--- src/rtl/shift_scheduler.sv ---
// Round-robin scheduler that time-shares one left shifter among NREQ requesters
// and returns each ID-tagged result over a valid/ready handshake.

module left_shifter #(
  parameter int WIDTH = 16,
  parameter int SHW   = 4
) (
  input  logic [WIDTH-1:0] a,
  input  logic [SHW-1:0]   sh,
  output logic [WIDTH-1:0] y
);

  // Saturate to zero once every operand bit has been pushed out.
  function automatic logic [WIDTH-1:0] shl_sat(input logic [WIDTH-1:0] v,
                                                input logic [SHW-1:0]   s);
    if (int'(s) >= WIDTH) return '0;
    return v << s;
  endfunction

  assign y = shl_sat(a, sh);

endmodule

module shift_scheduler #(
  parameter int WIDTH = 16,
  parameter int NREQ  = 4,
  parameter int SHW   = 4,
  parameter int IDW   = 2
) (
  input  logic                 clk,
  input  logic                 rst_n,
  input  logic [NREQ-1:0]      req_valid,
  output logic [NREQ-1:0]      req_ready,
  input  logic [NREQ*WIDTH-1:0] req_data,
  input  logic [NREQ*SHW-1:0]  req_shift,
  output logic                 resp_valid,
  input  logic                 resp_ready,
  output logic [WIDTH-1:0]     resp_data,
  output logic [IDW-1:0]       resp_id,
  output logic                 busy
);

  typedef enum logic [1:0] {
    IDLE = 2'd0,
    EXEC = 2'd1,
    RESP = 2'd2
  } state_t;

  state_t           state, state_nx;
  logic [IDW-1:0]   rr_ptr;
  logic [IDW-1:0]   grant;
  logic             any_req;
  logic [WIDTH-1:0] op_q;
  logic [SHW-1:0]   sh_q;
  logic [IDW-1:0]   id_q;
  logic [WIDTH-1:0] shift_res;

  // Scan from rr_ptr upward, wrapping at NREQ (which need not be a power of two).
  always_comb begin
    logic [IDW:0]   sum;
    logic [IDW-1:0] cand;
    grant   = '0;
    any_req = 1'b0;
    sum     = '0;
    cand    = '0;
    for (int k = 0; k < NREQ; k++) begin
      sum = {1'b0, rr_ptr} + (IDW+1)'(k);
      if (sum >= (IDW+1)'(NREQ)) sum = sum - (IDW+1)'(NREQ);
      cand = sum[IDW-1:0];
      if (!any_req && req_valid[cand]) begin
        any_req = 1'b1;
        grant   = cand;
      end
    end
  end

  always_comb begin
    req_ready = '0;
    if (state == IDLE && any_req) req_ready[grant] = 1'b1;
  end

  always_comb begin
    state_nx = state;
    case (state)
      IDLE:    if (any_req) state_nx = EXEC;
      EXEC:    state_nx = RESP;
      RESP:    if (resp_ready) state_nx = IDLE;
      default: state_nx = IDLE;
    endcase
  end

  left_shifter #(.WIDTH(WIDTH), .SHW(SHW)) u_shl (
    .a  (op_q),
    .sh (sh_q),
    .y  (shift_res)
  );

  always_ff @(posedge clk or negedge rst_n) begin
    if (!rst_n) begin
      state     <= IDLE;
      rr_ptr    <= '0;
      op_q      <= '0;
      sh_q      <= '0;
      id_q      <= '0;
      resp_data <= '0;
      resp_id   <= '0;
    end else begin
      state <= state_nx;
      // Capture stage: latch the grantee's operand as the grant is issued
      if (state == IDLE && any_req) begin
        op_q   <= req_data[int'(grant)*WIDTH +: WIDTH];
        sh_q   <= req_shift[int'(grant)*SHW +: SHW];
        id_q   <= grant;
        rr_ptr <= (grant == IDW'(NREQ-1)) ? '0 : grant + 1'b1;
      end
      // Execute stage: register the shifter output for the response
      if (state == EXEC) begin
        resp_data <= shift_res;
        resp_id   <= id_q;
      end
    end
  end

  assign resp_valid = (state == RESP);
  assign busy       = (state != IDLE);

endmodule

--- config.mk ---
export PLATFORM = sky130hd
export DESIGN_NAME = shift_scheduler
export DESIGN_NICKNAME = d
export VERILOG_FILES = /design/src/rtl/shift_scheduler.sv
export SDC_FILE = /design/constraint.sdc
export NUM_CORES = 1
export LEC_CHECK = 0
export BUFFER_PORTS_ARGS = -buffer_cell sky130_fd_sc_hd__buf_4
export CAP_MARGIN = 20
export CORE_ASPECT_RATIO = 0.7
export CORE_MARGIN = 5
export CORE_UTILIZATION = 35
export CTS_CLUSTER_DIAMETER = 60
export DETAILED_ROUTE_END_ITERATION = 10
export SETUP_SLACK_MARGIN = 0.3
export SYNTH_ARGS = -nofsm -noshare
export SYNTH_HDL_FRONTEND = slang
export SYNTH_SLANG_ARGS = --single-unit
--- constraint.sdc ---
create_clock -name clk -period 6.1 [get_ports clk]
set_clock_uncertainty 0.05 [all_clocks]
set_input_delay 0.915 -clock clk [delete_from_list [all_inputs] [get_ports clk]]
set_output_delay 0.915 -clock clk [all_outputs]
set_load 0.02 [all_outputs]
# ---- After elaboration in Yosys (flattened, before gate mapping)
# Index checks and enable logic that the tools add are counted.
dict set report op_classes {
  reduce_logical 11
  shift 3
  bitwise 0
  n_mux 27
  n_addsub 8
  eq_ne 5
  magnitude_cmp 10
  n_div 0
  mul 0
}
# operator n
set op_table {}
lappend op_table {{indexed part select 64 x 7 -> 16 bit} 1}
lappend op_table {{2-to-1 mux 2 bit} 11}
lappend op_table {{indexed part select 16 x 5 -> 4 bit} 1}
lappend op_table {{<< shifter 16 x 4 -> 16 bit} 1}
lappend op_table {{less-than comparator 2 x 3 -> 1 bit (second input constant)} 5}
lappend op_table {{>= comparator 3 bit (second input constant)} 3}
lappend op_table {{2-to-1 mux 1 bit} 9}
lappend op_table {{binary-select mux 1 bit (select 2 bit)} 4}
lappend op_table {{subtractor 2 x 1 -> 2 bit (second input constant)} 4}
lappend op_table {{adder 2 x 2 -> 3 bit (second input constant)} 2}
lappend op_table {{case mux 2 bit (3 select lines)} 1}
lappend op_table {{logical AND 1 bit} 5}
lappend op_table {{== test 2 bit (second input constant)} 2}
lappend op_table {{2-to-1 mux 4 bit} 1}
lappend op_table {{adder 2 x 1 -> 3 bit (second input constant)} 1}
lappend op_table {{>= comparator 2 x 3 -> 1 bit (second input constant)} 1}
lappend op_table {{zero test 1 bit} 3}
lappend op_table {{adder 2 x 1 -> 2 bit (second input constant)} 1}
lappend op_table {{demux 1 bit (select 2 bit)} 1}
lappend op_table {{== test 2 x 1 -> 1 bit (second input constant)} 1}
lappend op_table {{>= comparator 2 x 1 -> 1 bit (second input constant)} 1}
lappend op_table {{zero test 2 bit} 1}
lappend op_table {{!= test 2 x 1 -> 1 bit (second input constant)} 1}
lappend op_table {{!= test 2 bit (second input constant)} 1}
lappend op_table {{2 further kinds} 2}
dict set report totals {
  mem_count 0
  latch_bits 0
  ff_bits 44
  word_cells 71
  romBits 0
  in_bits 87
  mem_bits_rw 0
}

# ---- Longest topological paths before layout
dict set report depth {
  ltp_word 19
  ltp_mapped 8
  ltp_nobuf 6
}

# ---- By module
# From an unflattened synthesis, not the netlist that was laid out.
dict set report unflattened {
  hier_cells 272
  hier_area_um2 3165.5
}
# module n_inst cells_each seq_area_each_um2 area_each_um2
set modules_own_cells {}
lappend modules_own_cells {shift_scheduler 1 193 1101.1 2406.1}
lappend modules_own_cells {left_shifter 1 79 0.0 759.5}

# ---- Least setup slack after synthesis
# OpenSTA, ideal clock, no wires.
dict set report synth_timing {
  path_kind {input-to-output}
  startpoint {input port req_valid[2]}
  endpoint {output port req_ready[0]}
  t_required_ns 5.135
  path_buffers 1
  t_arrival_ns 1.994
  cell_stages 5
  setup_slack_ns 3.141
  path_cell_list {nor2b_1 a221o_1 a21o_1 buf_2 nor2_1}
}
dict set report synth_via {
  elab_chain_cells 17
  word_cells_on_any_way 29
}
# item line_no
set synth_lines {}
lappend synth_lines {{start: declaration} 32} ;# input logic [NREQ-1:0] req_valid,
lappend synth_lines {{binary-select mux 1 bit (select 2 bit)} 70} ;# if (!any_req && req_valid[cand]) begin
lappend synth_lines {{2-to-1 mux 1 bit (implied by the code)} 70}
lappend synth_lines {{2-to-1 mux 1 bit} 70}
lappend synth_lines {{zero test 1 bit} 70}
lappend synth_lines {{logical AND 1 bit} 70}
lappend synth_lines {{2-to-1 mux 1 bit} 70}
lappend synth_lines {{zero test 1 bit} 70}
lappend synth_lines {{logical AND 1 bit} 70}
lappend synth_lines {{2-to-1 mux 1 bit} 70}
lappend synth_lines {{zero test 1 bit} 70}
lappend synth_lines {{logical AND 1 bit} 70}
lappend synth_lines {{2-to-1 mux 2 bit} 70}
lappend synth_lines {{less-than comparator 2 x 3 -> 1 bit (implied by the code) or >= comparator 2 x 1 -> 1 bit (tied branches)} 79} ;# if (state == IDLE && any_req) req_ready[grant] = 1'b1;
lappend synth_lines {{logical AND 1 bit (implied by the code)} 79}
lappend synth_lines {{2-to-1 mux 1 bit (implied by the code)} 79}
lappend synth_lines {{demux 1 bit (select 2 bit)} 79}
lappend synth_lines {{2-to-1 mux 4 bit *} 79}
lappend synth_lines {{end: declaration} 33} ;# output logic [NREQ-1:0] req_ready,
# Mark *: on every way between the ends. The rest lies on a longest branch, timed or not. The select of a mux whose other input is x is not followed.

# ---- Worst setup path in the final report
dict set report layout_timing {
  startpoint {input port req_valid[0]}
  endpoint {output port req_ready[2]}
}
# The elaborated chain is that of the path after synthesis.

==> flow_metrics.tcl <==
set metrics [dict create \
    finalSetupTns_ns 0 \
    async_flop_share_pct 100.0 \
    ys_top_cells_by_area "dfrtp_1, mux2_4, mux2i_1" \
    min_period_ns 4.005 \
    numCtsBuffers 5 \
    leakagePower_nw 1.869 \
    syn_inst 300 \
    path_common_cell "buf_4" \
    ys_ff_latch 44 \
    fmax_ghz 0.2497 \
    cts_resized 0 \
    reg2reg_slack_ns 3.59 \
    maxCapViolations 0 \
    yosysUniqueCellTypes 41 \
    numClockSinks 44 \
    io_pins 111 \
    start_util_pct 35.70 \
    status "complete, no violations" \
    multi_input_area_sq_mm 0.001732 \
    track_usage_pct 17.42 \
    fillers 806 \
    die_area_sq_mm 0.01052 \
    ctsHoldBuffers 0 \
    hold_ws_ns 0.4288 \
    finalHoldViolations 0 \
    dp_slack_ns 2.111 \
    routabilityCongestion 0.8187 \
    drt_first_pass_iters 4 \
    grt_setup_unrepaired "false" \
    synth_top_family_by_area "multiplexers" \
    drt_iter0_drc 148 \
    timing.final.crit_share_pct 65.65 \
    cts_tree "done" \
    drive_gt1_share_pct 39.13 \
    yosysMostFrequentCell "dfrtp_1" \
    fin_util_pct 47.27 \
    cp-start-kind "primary input" \
    yosys_warnings 0 \
    endpoint_kind "primary output" \
    grt_pass1_wl_mm 14.55 \
    seqCellArea_sq_mm 0.001101 \
    netlist.area_leader.share_pct 36.84 \
    route.detailed.drc 0 \
    vias 2705 \
    ir_drop_v 0.0001896 \
    crit_buf_inv 3 \
    coreArea_sq_mm 0.008373 \
    numPortBuffers 110 \
    power_mw 1.963 \
    drt.antenna.violating_nets 0 \
    vias_per_cell 5.454 \
    synth-compound-area-share_pct 21.89 \
    synth_xor_area_share_pct 0 \
    crit_chain "buf_4 -> nor4_1 -> or2_1 -> inv_2 -> nand3_1 -> nor2_1 -> buf_4" \
    synth_flop_cell "dfrtp_1" \
    fin_cells 496 \
    final_nets 479 \
    core.rowCount 28 \
    crit_slowest_cell "or2_1" \
    hpwl_mm 7.084 \
    synthesis.nets 388 \
    cts-root-buf "clkbuf_16" \
    clockBufferDepth 2 \
    tightest_slew_ns 0.9581 \
    hp-class "flop to flop" \
    synth_top_cells_by_count "dfrtp_1, o21ai_0, a21oi_1, mux2i_1" \
    postPlaceCellArea_sq_mm 0.003824 \
    critPathTopFamily "simple AND/OR/NAND/NOR gates" \
    p_per_area_mw_per_mm2 495.9 \
    grt_max_degree 45 \
    setup_slack_ns 2.095 \
    synth_edf_count 0 \
    antenna_cells 0 \
    synth.largest_area_cell "dfrtp_1" \
    syn_area_per_cell_sq_um 9.964 \
    setup.worst_path.class "primary input to primary output" \
    netlist_area_sq_mm 0.002989 \
    yosys.area_share.simple_pct 11.39 \
    placed_cells 489 \
    synth_fa_ha_area_share_pct 0.4186 \
    drv_slew 0 \
    ys_seq_area_share_pct 36.84 \
    fin_area_sq_mm 0.003958 \
    synth.mux.area_fraction_pct 24.24 \
    path_clk_slew_ns 0.06 \
    wl_mm 8.956 \
    crit_required_ns 5.13 \
    die_h_microns 87.32 \
    cp_data_arrival_time_ns 3.04 \
    grt_pass1_vias 2778 \
    slowest_delay_ns 0.79 \
    htreeDepth 2 \
    slew-limit-headroom_pct 36.13 \
    post_cts_buffers 0 \
    setup_viol 0 \
    syn2layout_area_growth_pct 32.40 \
    grt-ovfl-total 0 \
    critPathMaxFanout 27 \
    insertion_delay_ns 0.28 \
    dieWidth_microns 120.5 \
    wl_per_cell_microns 18.06 \
    grt_antenna_before_repair 0 \
]
-- sequential cells by signal (all words and copies together), names as in the netlist --
register,flops
resp_id,2
resp_data,16
sh_q,4
rr_ptr,2
id_q,2
state,2
op_q,16
-- placed cells by master, fill, tap and decap left out, types with 2 or more instances in the layout --
cell type / count
mux2_2: 5
buf_4: 112
clkbuf_16: 5
mux2i_1: 27
o21ai_1: 2
a21o_1: 2
dfrtp_1: 44
a22o_1: 4
a21oi_1: 27
nand3b_1: 2
o21ai_0: 28
mux2_4: 19
nand2_1: 20
inv_1: 4
nor2b_1: 5
o221ai_1: 4
nor2_1: 7
or2_2: 2
mux4_2: 5
and2_1: 2
nand3_1: 21
a221o_1: 21
a211oi_1: 3
nor2_2: 2
nand2b_1: 3
-- power breakdown --
part / switching (mW) / internal, mW / leakage (nW)
registers: 0.182 / 0.427 / 0.555
clock network: 0.102 / 0.149 / 0.0667
logic: 0.565 / 0.538 / 1.25
-- area by class of cell --
cell class	count	area share, %
repair buffers	112	21.25
clock buffers	6	3.256
flip-flops and latches	44	27.82
clock inverters	1	0.1265
multi-input cells	223	43.76
inverters	5	0.4742
well taps	105	3.320
-- cell families (layout without fill, tap and decap cells) --
kind of cell,after synthesis,count (layout)
AOI/OAI and AO/OA,97,97
and+or+nand+nor,69,69
DFF,44,44
adders and majority gates,1,1
buffers and inverters,33,124
muxes,56,56
-- layer usage --
layer	vias to the layer above	GRT usage (%)	wire length (microns)
li1	1310	-	-
met1	1270	24.94	4350
met2	115	25.70	3770
met3	10	5.325	741
met4	0	4.218	94
met5	-	0	0
-- worst register-to-register path: cells and delay by family, from the launching register on --
| family | cells | cell delay (ns) |
|---|---|---|
| AND/OR/NAND/NOR | 3 | 1.27 |
| flip-flops | 1 | 0.42 |
| buffers and inverters | 1 | 0.25 |
| AO/OA/AOI/OAI | 2 | 0.46 |
-- path summary, 6_finish.rpt --
check / start / endpoint / cells past startpoint
max: req_valid[0] / req_ready[2] / 7
min reg2reg: resp_data[11] / resp_data[11] / 2
min: resp_data[11] / resp_data[11] / 2
max in group asynchronous: rst_n / op_q[5] / 1
max reg2reg: state[0] / op_q[11] / 6
min in group asynchronous: rst_n / resp_data[4] / 1
Note: power is estimated with default switching activity, not from simulation.
